## config.mk

```make
export PLATFORM = sky130hd
export DESIGN_NAME = arbiter_requester_bank_flat
export DESIGN_NICKNAME = d
export VERILOG_FILES = /design/src/rtl/arbiter_requester_bank_if.sv /design/src/rtl/arbiter_requester_bank.sv /design/src/flat_wrapper.sv
export SDC_FILE = /design/constraint.sdc
export NUM_CORES = 1
export LEC_CHECK = 0
export CORE_MARGIN = 3
export CORE_UTILIZATION = 50
export CTS_BUF_LIST = sky130_fd_sc_hd__clkbuf_16
export CTS_CLUSTER_SIZE = 12
export DETAILED_ROUTE_END_ITERATION = 10
export PLACE_DENSITY = 0.8
export SETUP_SLACK_MARGIN = 0.5
export SYNTH_ARGS = -nofsm -noshare
export SYNTH_HDL_FRONTEND = slang
export SYNTH_SLANG_ARGS = --single-unit
```

## constraint.sdc

```tcl
create_clock -name clock -period 1.9 [get_ports clock]
set_input_delay 0.57 -clock clock [delete_from_list [all_inputs] [get_ports clock]]
set_output_delay 0.57 -clock clock [all_outputs]
set_load 0.1 [all_outputs]
```

## src/rtl/arbiter_requester_bank_if.sv

```systemverilog
// Request/grant bundle between the requester bank and the fixed-priority arbiter.
// The bank side uses master; the arbiter/environment side uses slave.
interface arbiter_requester_bank_if #(
   parameter int unsigned AGENTS = 8,
   parameter int unsigned LEN_W  = 4
);
   logic [AGENTS-1:0]       start;
   logic [AGENTS*LEN_W-1:0] len;
   logic [AGENTS-1:0]       r;
   logic [AGENTS-1:0]       g;
   logic [AGENTS-1:0]       busy;
   logic [AGENTS-1:0]       beat;
   logic [AGENTS-1:0]       done;
   logic                    err;

   modport master (
      input  start, len, g,
      output r, busy, beat, done, err
   );

   modport slave (
      output start, len, g,
      input  r, busy, beat, done, err
   );
endinterface

```

## src/rtl/arbiter_requester_bank.sv

```systemverilog
// Bank of independent burst-request FSMs driving a fixed-priority arbiter,
// with a sticky checker for illegal grant patterns.
module arbiter_requester_bank #(
   parameter int unsigned AGENTS = 8,
   parameter int unsigned LEN_W  = 4
) (
   input logic                    clock,
   input logic                    reset,
   arbiter_requester_bank_if.master bus
);

   typedef enum logic [1:0] {StIdle, StActive, StDrain} state_e;

   state_e            state_q     [AGENTS];
   logic [LEN_W-1:0]  remaining_q [AGENTS];
   logic [AGENTS-1:0] req_q;
   logic [AGENTS-1:0] r_prev_q;
   logic              err_q;

   logic [AGENTS-1:0] busy;
   logic [AGENTS-1:0] beat;
   logic [AGENTS-1:0] done;
   logic              viol;

   // Grant is one-hot-or-zero and only to agents that requested last cycle.
   always_comb begin
      viol = 1'b0;
      if ((bus.g & (bus.g - AGENTS'(1))) != '0) viol = 1'b1;
      if ((bus.g & ~r_prev_q) != '0) viol = 1'b1;
   end

   always_comb begin
      busy = '0;
      beat = '0;
      done = '0;
      for (int i = 0; i < AGENTS; i++) begin
         busy[i] = (state_q[i] != StIdle);
         beat[i] = (state_q[i] == StActive) && bus.g[i];
         done[i] = (state_q[i] == StActive) && bus.g[i] && (remaining_q[i] == LEN_W'(1));
      end
   end

   always_ff @(posedge clock) begin
      if (reset) begin
         for (int i = 0; i < AGENTS; i++) begin
            state_q[i]     <= StIdle;
            remaining_q[i] <= '0;
         end
         req_q    <= '0;
         r_prev_q <= '0;
         err_q    <= 1'b0;
      end else begin
         r_prev_q <= req_q;
         err_q    <= err_q | viol;
         for (int i = 0; i < AGENTS; i++) begin
            unique case (state_q[i])
               StIdle: begin
                  if (bus.start[i] && (bus.len[i*LEN_W +: LEN_W] != '0)) begin
                     state_q[i]     <= StActive;
                     remaining_q[i] <= bus.len[i*LEN_W +: LEN_W];
                     req_q[i]       <= 1'b1;
                  end
               end
               StActive: begin
                  if (bus.g[i]) begin
                     remaining_q[i] <= remaining_q[i] - LEN_W'(1);
                     if (remaining_q[i] == LEN_W'(1)) begin
                        state_q[i] <= StDrain;
                        req_q[i]   <= 1'b0;
                     end
                  end
               end
               // Late grant from the arbiter's registered lag is ignored here.
               StDrain: state_q[i] <= StIdle;
               default: begin
                  state_q[i] <= StIdle;
                  req_q[i]   <= 1'b0;
               end
            endcase
         end
      end
   end

   assign bus.r    = req_q;
   assign bus.busy = busy;
   assign bus.beat = beat;
   assign bus.done = done;
   assign bus.err  = err_q;

endmodule

```

## src/flat_wrapper.sv

```systemverilog
// flat-port wrapper written by rule: the top's interface ports become plain ports
module arbiter_requester_bank_flat 
#(
   parameter int unsigned AGENTS = 8,
   parameter int unsigned LEN_W  = 4
)
  (clock, reset, bus_start, bus_len, bus_g, bus_r, bus_busy, bus_beat, bus_done, bus_err);
  arbiter_requester_bank_if #(.AGENTS(AGENTS), .LEN_W(LEN_W)) bus_i ();
  input logic clock;
  input logic reset;
  input wire logic [$bits(bus_i.start)-1:0] bus_start;
  input wire logic [$bits(bus_i.len)-1:0] bus_len;
  input wire logic [$bits(bus_i.g)-1:0] bus_g;
  output wire logic [$bits(bus_i.r)-1:0] bus_r;
  output wire logic [$bits(bus_i.busy)-1:0] bus_busy;
  output wire logic [$bits(bus_i.beat)-1:0] bus_beat;
  output wire logic [$bits(bus_i.done)-1:0] bus_done;
  output wire logic [$bits(bus_i.err)-1:0] bus_err;
  assign bus_i.start = bus_start;
  assign bus_i.len = bus_len;
  assign bus_i.g = bus_g;
  assign bus_r = bus_i.r;
  assign bus_busy = bus_i.busy;
  assign bus_beat = bus_i.beat;
  assign bus_done = bus_i.done;
  assign bus_err = bus_i.err;
  arbiter_requester_bank #(.AGENTS(AGENTS), .LEN_W(LEN_W)) u_core (.clock(clock), .reset(reset), .bus(bus_i));
endmodule
```

==> results.cfg, run 1 <==
[synthesis]
yosysWarnings = 0
synthCells = 347
async_flop_share = 0
syn_nets = 413
ys_seq_area_frac = 0.504
synth_top_family_by_area = simple AND/OR/NAND/NOR gates
synth.distinct_cells = 46
synth_compound_area_frac = 0.127
synthTopCellsByArea = edfxtp_1, dfxtp_1, ha_1, nand2_1, xnor2_1
synthXorXnorAreaFrac = 0.0397
synthSimpleGateAreaFrac = 0.229
synth.avg_cell_area_sq_um = 10.2
synth_top_area_cell = edfxtp_1
synth_fa_ha_area_frac = 0.0567
yosys-mux-area-fraction = 0.00283
syn_area_sq_um = 3530
synth_edf_count = 48
yosysTopAreaCellShare = 0.408
synthFlopType = edfxtp_1
ys_ff_latch = 65

[clock_network]
clock_path_buffers = 2
cts.sinks = 65
clockRootBuffer = clkbuf_16
cts_buffers = 9
htreeDepth = 3

[sta]
endpoint_type = top-level output
worst_endpoint = bus_done[0]

[die]
rows = 30
die_w_microns = 90.1
ios = 83
start_util = 0.517
die_h_microns = 90.1

[place]
place.gp.congestion = 0.833
dp_worst_setup_slack_ns = -0.606
numPlacedInstances = 574
dpl.hpwl_microns = 7160
io_buffer_count = 82

[outcome]
status = stopped before the end
first-error = [ERROR DPL-0038] Utilization greater than 100%, impossible to legalize
haltStage = global routing

[global_routing]
grt_max_degree = 14
## cell usage after synthesis (all sizes together) (4+ instances only)
cell / instances
a211oi: 7
buf: 5
a21o: 4
nor2b: 12
dfxtp: 17
nand3: 4
xnor2: 16
o21ai: 30
o211ai: 4
and3: 4
or3: 7
o41ai: 4
o2bb2ai: 4
nand2: 40
inv: 27
clkbuf: 4
nor2: 32
and3b: 5
edfxtp: 48
nor3: 18
or2: 9
ha: 16
## metrics by stage
| stage | utilization | instance area [sq um] | TNS (ns) |
|---|---|---|---|
| after floorplan | - | 3980 | -1.14 |
| after CTS | 0.965 | 6590 | -1.55 |
| after global placement | 0.808 | 5520 | -19.10 |
| after detailed placement | 0.808 | 5520 | -21.36 |
## logic make-up after synthesis
kind of cell | count (synthesis)
and+or+nand+nor | 147
AOI/OAI and AO/OA | 66
DFF | 65
buffers and inverters | 36
xor gates and xnor gates | 16
adders and majority gates | 16
muxes | 1
## timing repair
action,CTS
buffers inserted,56
hold buffers,0
pin swaps,50
endpoints found under the setup margin,138
resized for setup,194
==> run 2, diff against run 1 <==
CORE_UTILIZATION = 40   (was 50)
CTS_BUF_LIST = default   (was sky130_fd_sc_hd__clkbuf_16)
CTS_CLUSTER_SIZE = default   (was 12)
PLACE_DENSITY = default   (was 0.8)
PLACE_DENSITY_LB_ADDON = 0.15   (was default)
SETUP_SLACK_MARGIN = default   (was 0.5)
==> run 2 against run 1 <==
  * The flow now finishes, with violations (setup timing)
  * Area after synthesis unchanged
  * Synthesized cell count unchanged
==> results.cfg, run 2 <==
[synthesis]
ys_ff_latch = 65
ys_top_cells_by_count = edfxtp_1, nand2_1, nor2_1, inv_1, o21ai_1
synthCells = 347
synth_most_common_cell = edfxtp_1
syn_nets = 413
async_flop_share = 0
synth.distinct_cells = 46
synth.avg_cell_area_sq_um = 10.2
yosysTopAreaCellShare = 0.408
yosysWarnings = 0
synth_top_area_cell = edfxtp_1
synthFlopType = edfxtp_1
synthTopCellsByArea = edfxtp_1, dfxtp_1, ha_1, nand2_1, xnor2_1
ys_seq_area_frac = 0.504
synth_edf_count = 48
syn_area_sq_um = 3530

[sta]
setup_viol = 10
fin_worst_skew_ns = 0.0102
slew_viol_final = 0
fmax_mhz = 459
fin_crit_sh = 1.15
worstMarginPinSlew_ns = 0.438
worst_slack_ns = -0.277
report.final.hold_viol_count = 0
rsz0062_at_grt = true
hold_ws_ns = 0.542
relSlewSlack = 0.704
finalCriticalPeriod_ns = 2.18

[drt]
top_layer = met4
via_per_inst = 5.05
wl_met2_microns = 4680
met1Wirelength_microns = 4000
postRouteWirelength_microns = 9210
antenna_left = 0
remaining_drc_errors = 0
first_pass_iters = 7
vias = 3241
wl_per_cell_microns = 14.3
dr_wl_met3_microns = 424
drtIter0Drc = 104

[power]
ir_drop_uv = 601
power_leakage_nw = 2.50
p_per_area_nw_per_um2 = 759

[critical_path]
cp_data_required_time_ns = 1.33
r2r_setup_slack_ns = -0.16
path_cells = inv_2 > ha_4 > nor4bb_4 > nand3b_1 > clkinvlp_4 > buf_12
crit_type = flip-flop to output pin
worstSetupEndpointType = output pin
crit_slowest_cell = edfxtp_1
cp.arrival_ns = 1.61
cp-start-kind = flip-flop
worst-path-max-fanout = 2
critPathMaxStageDelay_ns = 0.40

[clock_network]
cts_tree = built
htreeDepth = 3
cts.sinks = 65
clk_pin_slew_worst_paths_ns = 0.06
clockRootBuffer = clkbuf_8
cts_buffers = 9
clock_path_buffers = 2
insertion_delay_ns = 0.33

[cells_and_area]
fillers = 600
drive_above_1_share = 0.415
layout.cells.most_common_list = buf_4, edfxtp_1, clkdlybuf4s50_1
area_growth_pct = 73.4
seq_area_sq_um = 1780
mostFrequentLayoutCell = buf_4
num_antenna_cells = 0
nets = 598
final_cells = 642
regMostFlops = u_core.remaining_q
largest_reg_flops = 32
largestRegisters = u_core.remaining_q x32, u_core.state_q x16
multiInputGateArea_sq_um = 2000

[die]
die_area_sq_um = 10000
ios = 83
die_w_microns = 100
core_area_sq_um = 8380
start_util = 0.422
rows = 33
die_h_microns = 100

[global_routing]
antenna_found_initial = 0
grt_overflow = 0
grt_pass1_wl_microns = 15200
grt_max_degree = 16
grt.total_usage = 0.186
grt_pass1_vias = 3399

[outcome]
violations = setup timing
status = finished, violations left

[place]
dpl.hpwl_microns = 6740
place.gp.congestion = 0.794
io_buffer_count = 82
numPlacedInstances = 584

[flow_run]
drv_cap = 0

[min_path]
min_path_type = flip-flop to flip-flop
## run 2: cell counts after synthesis
Identical to the previous run, type by type.
## run 2: layer usage
metal,up-vias,track usage
met5,-,0
met4,0,0.0580
met3,14,0.0306
met2,83,0.329
met1,1524,0.233
li1,1620,-
## run 2: worst paths after layout
path | to | startpoint | depth (start not counted)
worst max-delay path | bus_done[0] | u_core.remaining_q[0][1] | 6
worst max register to register | u_core.state_q[0][0] | u_core.remaining_q[0][0] | 8
worst min-delay path | u_core.r_prev_q[2] | u_core.bus.r[2] | 1
worst min register to register | u_core.r_prev_q[2] | u_core.bus.r[2] | 1
## run 2: cells by family after synthesis
kind of cell | Yosys count | share of synthesized area
adder cells (fa/ha/maj) | 16 | 0.0567
AND/OR/NAND/NOR | 147 | 0.229
flip-flops | 65 | 0.504
AO/OA/AOI/OAI | 66 | 0.127
multiplexers | 1 | 0.00283
XOR/XNOR | 16 | 0.0397
buffers and inverters | 36 | 0.0407
## run 2: timing repair
action / CTS / global route
setup buffers: 30 / 12
hold buffers: 0 / 0
pin swaps: 16 / 8
gates resized for setup: 68 / 14
setup endpoints to repair: 20 / 32
## run 2: stage by stage
| stage | TNS, ns | setup slack [ns] | power [W] | utilization | cell area, sq um |
|---|---|---|---|---|---|
| after global routing | -2.23 | -0.349 | 0.00484 | 0.731 | 6130 |
| after CTS | -1.49 | -0.341 | 0.00460 | 0.712 | 5970 |
| after floorplan | -1.25 | -0.227 | 0.00269 | - | 3680 |
| final | -1.48 | -0.277 | 0.00465 | 0.731 | 6130 |
| after detailed placement | -20.95 | -0.580 | 0.00331 | 0.636 | 5330 |
| after global placement | -19.10 | -0.481 | 0.00328 | 0.636 | 5330 |
## run 2: worst max-delay path, delay by kind of cell, from the launching register on
| kind | cells | cell delay (ns) |
|---|---|---|
| DFF | 1 | 0.40 |
| and+or+nand+nor | 2 | 0.38 |
| adders and majority gates | 1 | 0.11 |
| buffers and inverters | 3 | 0.40 |
## run 2: power breakdown
group	internal [W]	leakage [nW]	switching, W
logic	0.000761	1.75	0.000888
registers	0.00170	0.652	0.000165
clock network	0.000637	0.100	0.000500
total	0.00310	2.50	0.00155
## run 2: cell type report
type	count	share of cell area
multi-input combinational	246	0.326
timing repair buffer	183	0.313
sequential	65	0.291
clock buffer	12	0.0237
tap	105	0.0214
inverter	27	0.0178
clock inverter	4	0.00735
No activity file was read; power rests on OpenSTA's default activity.
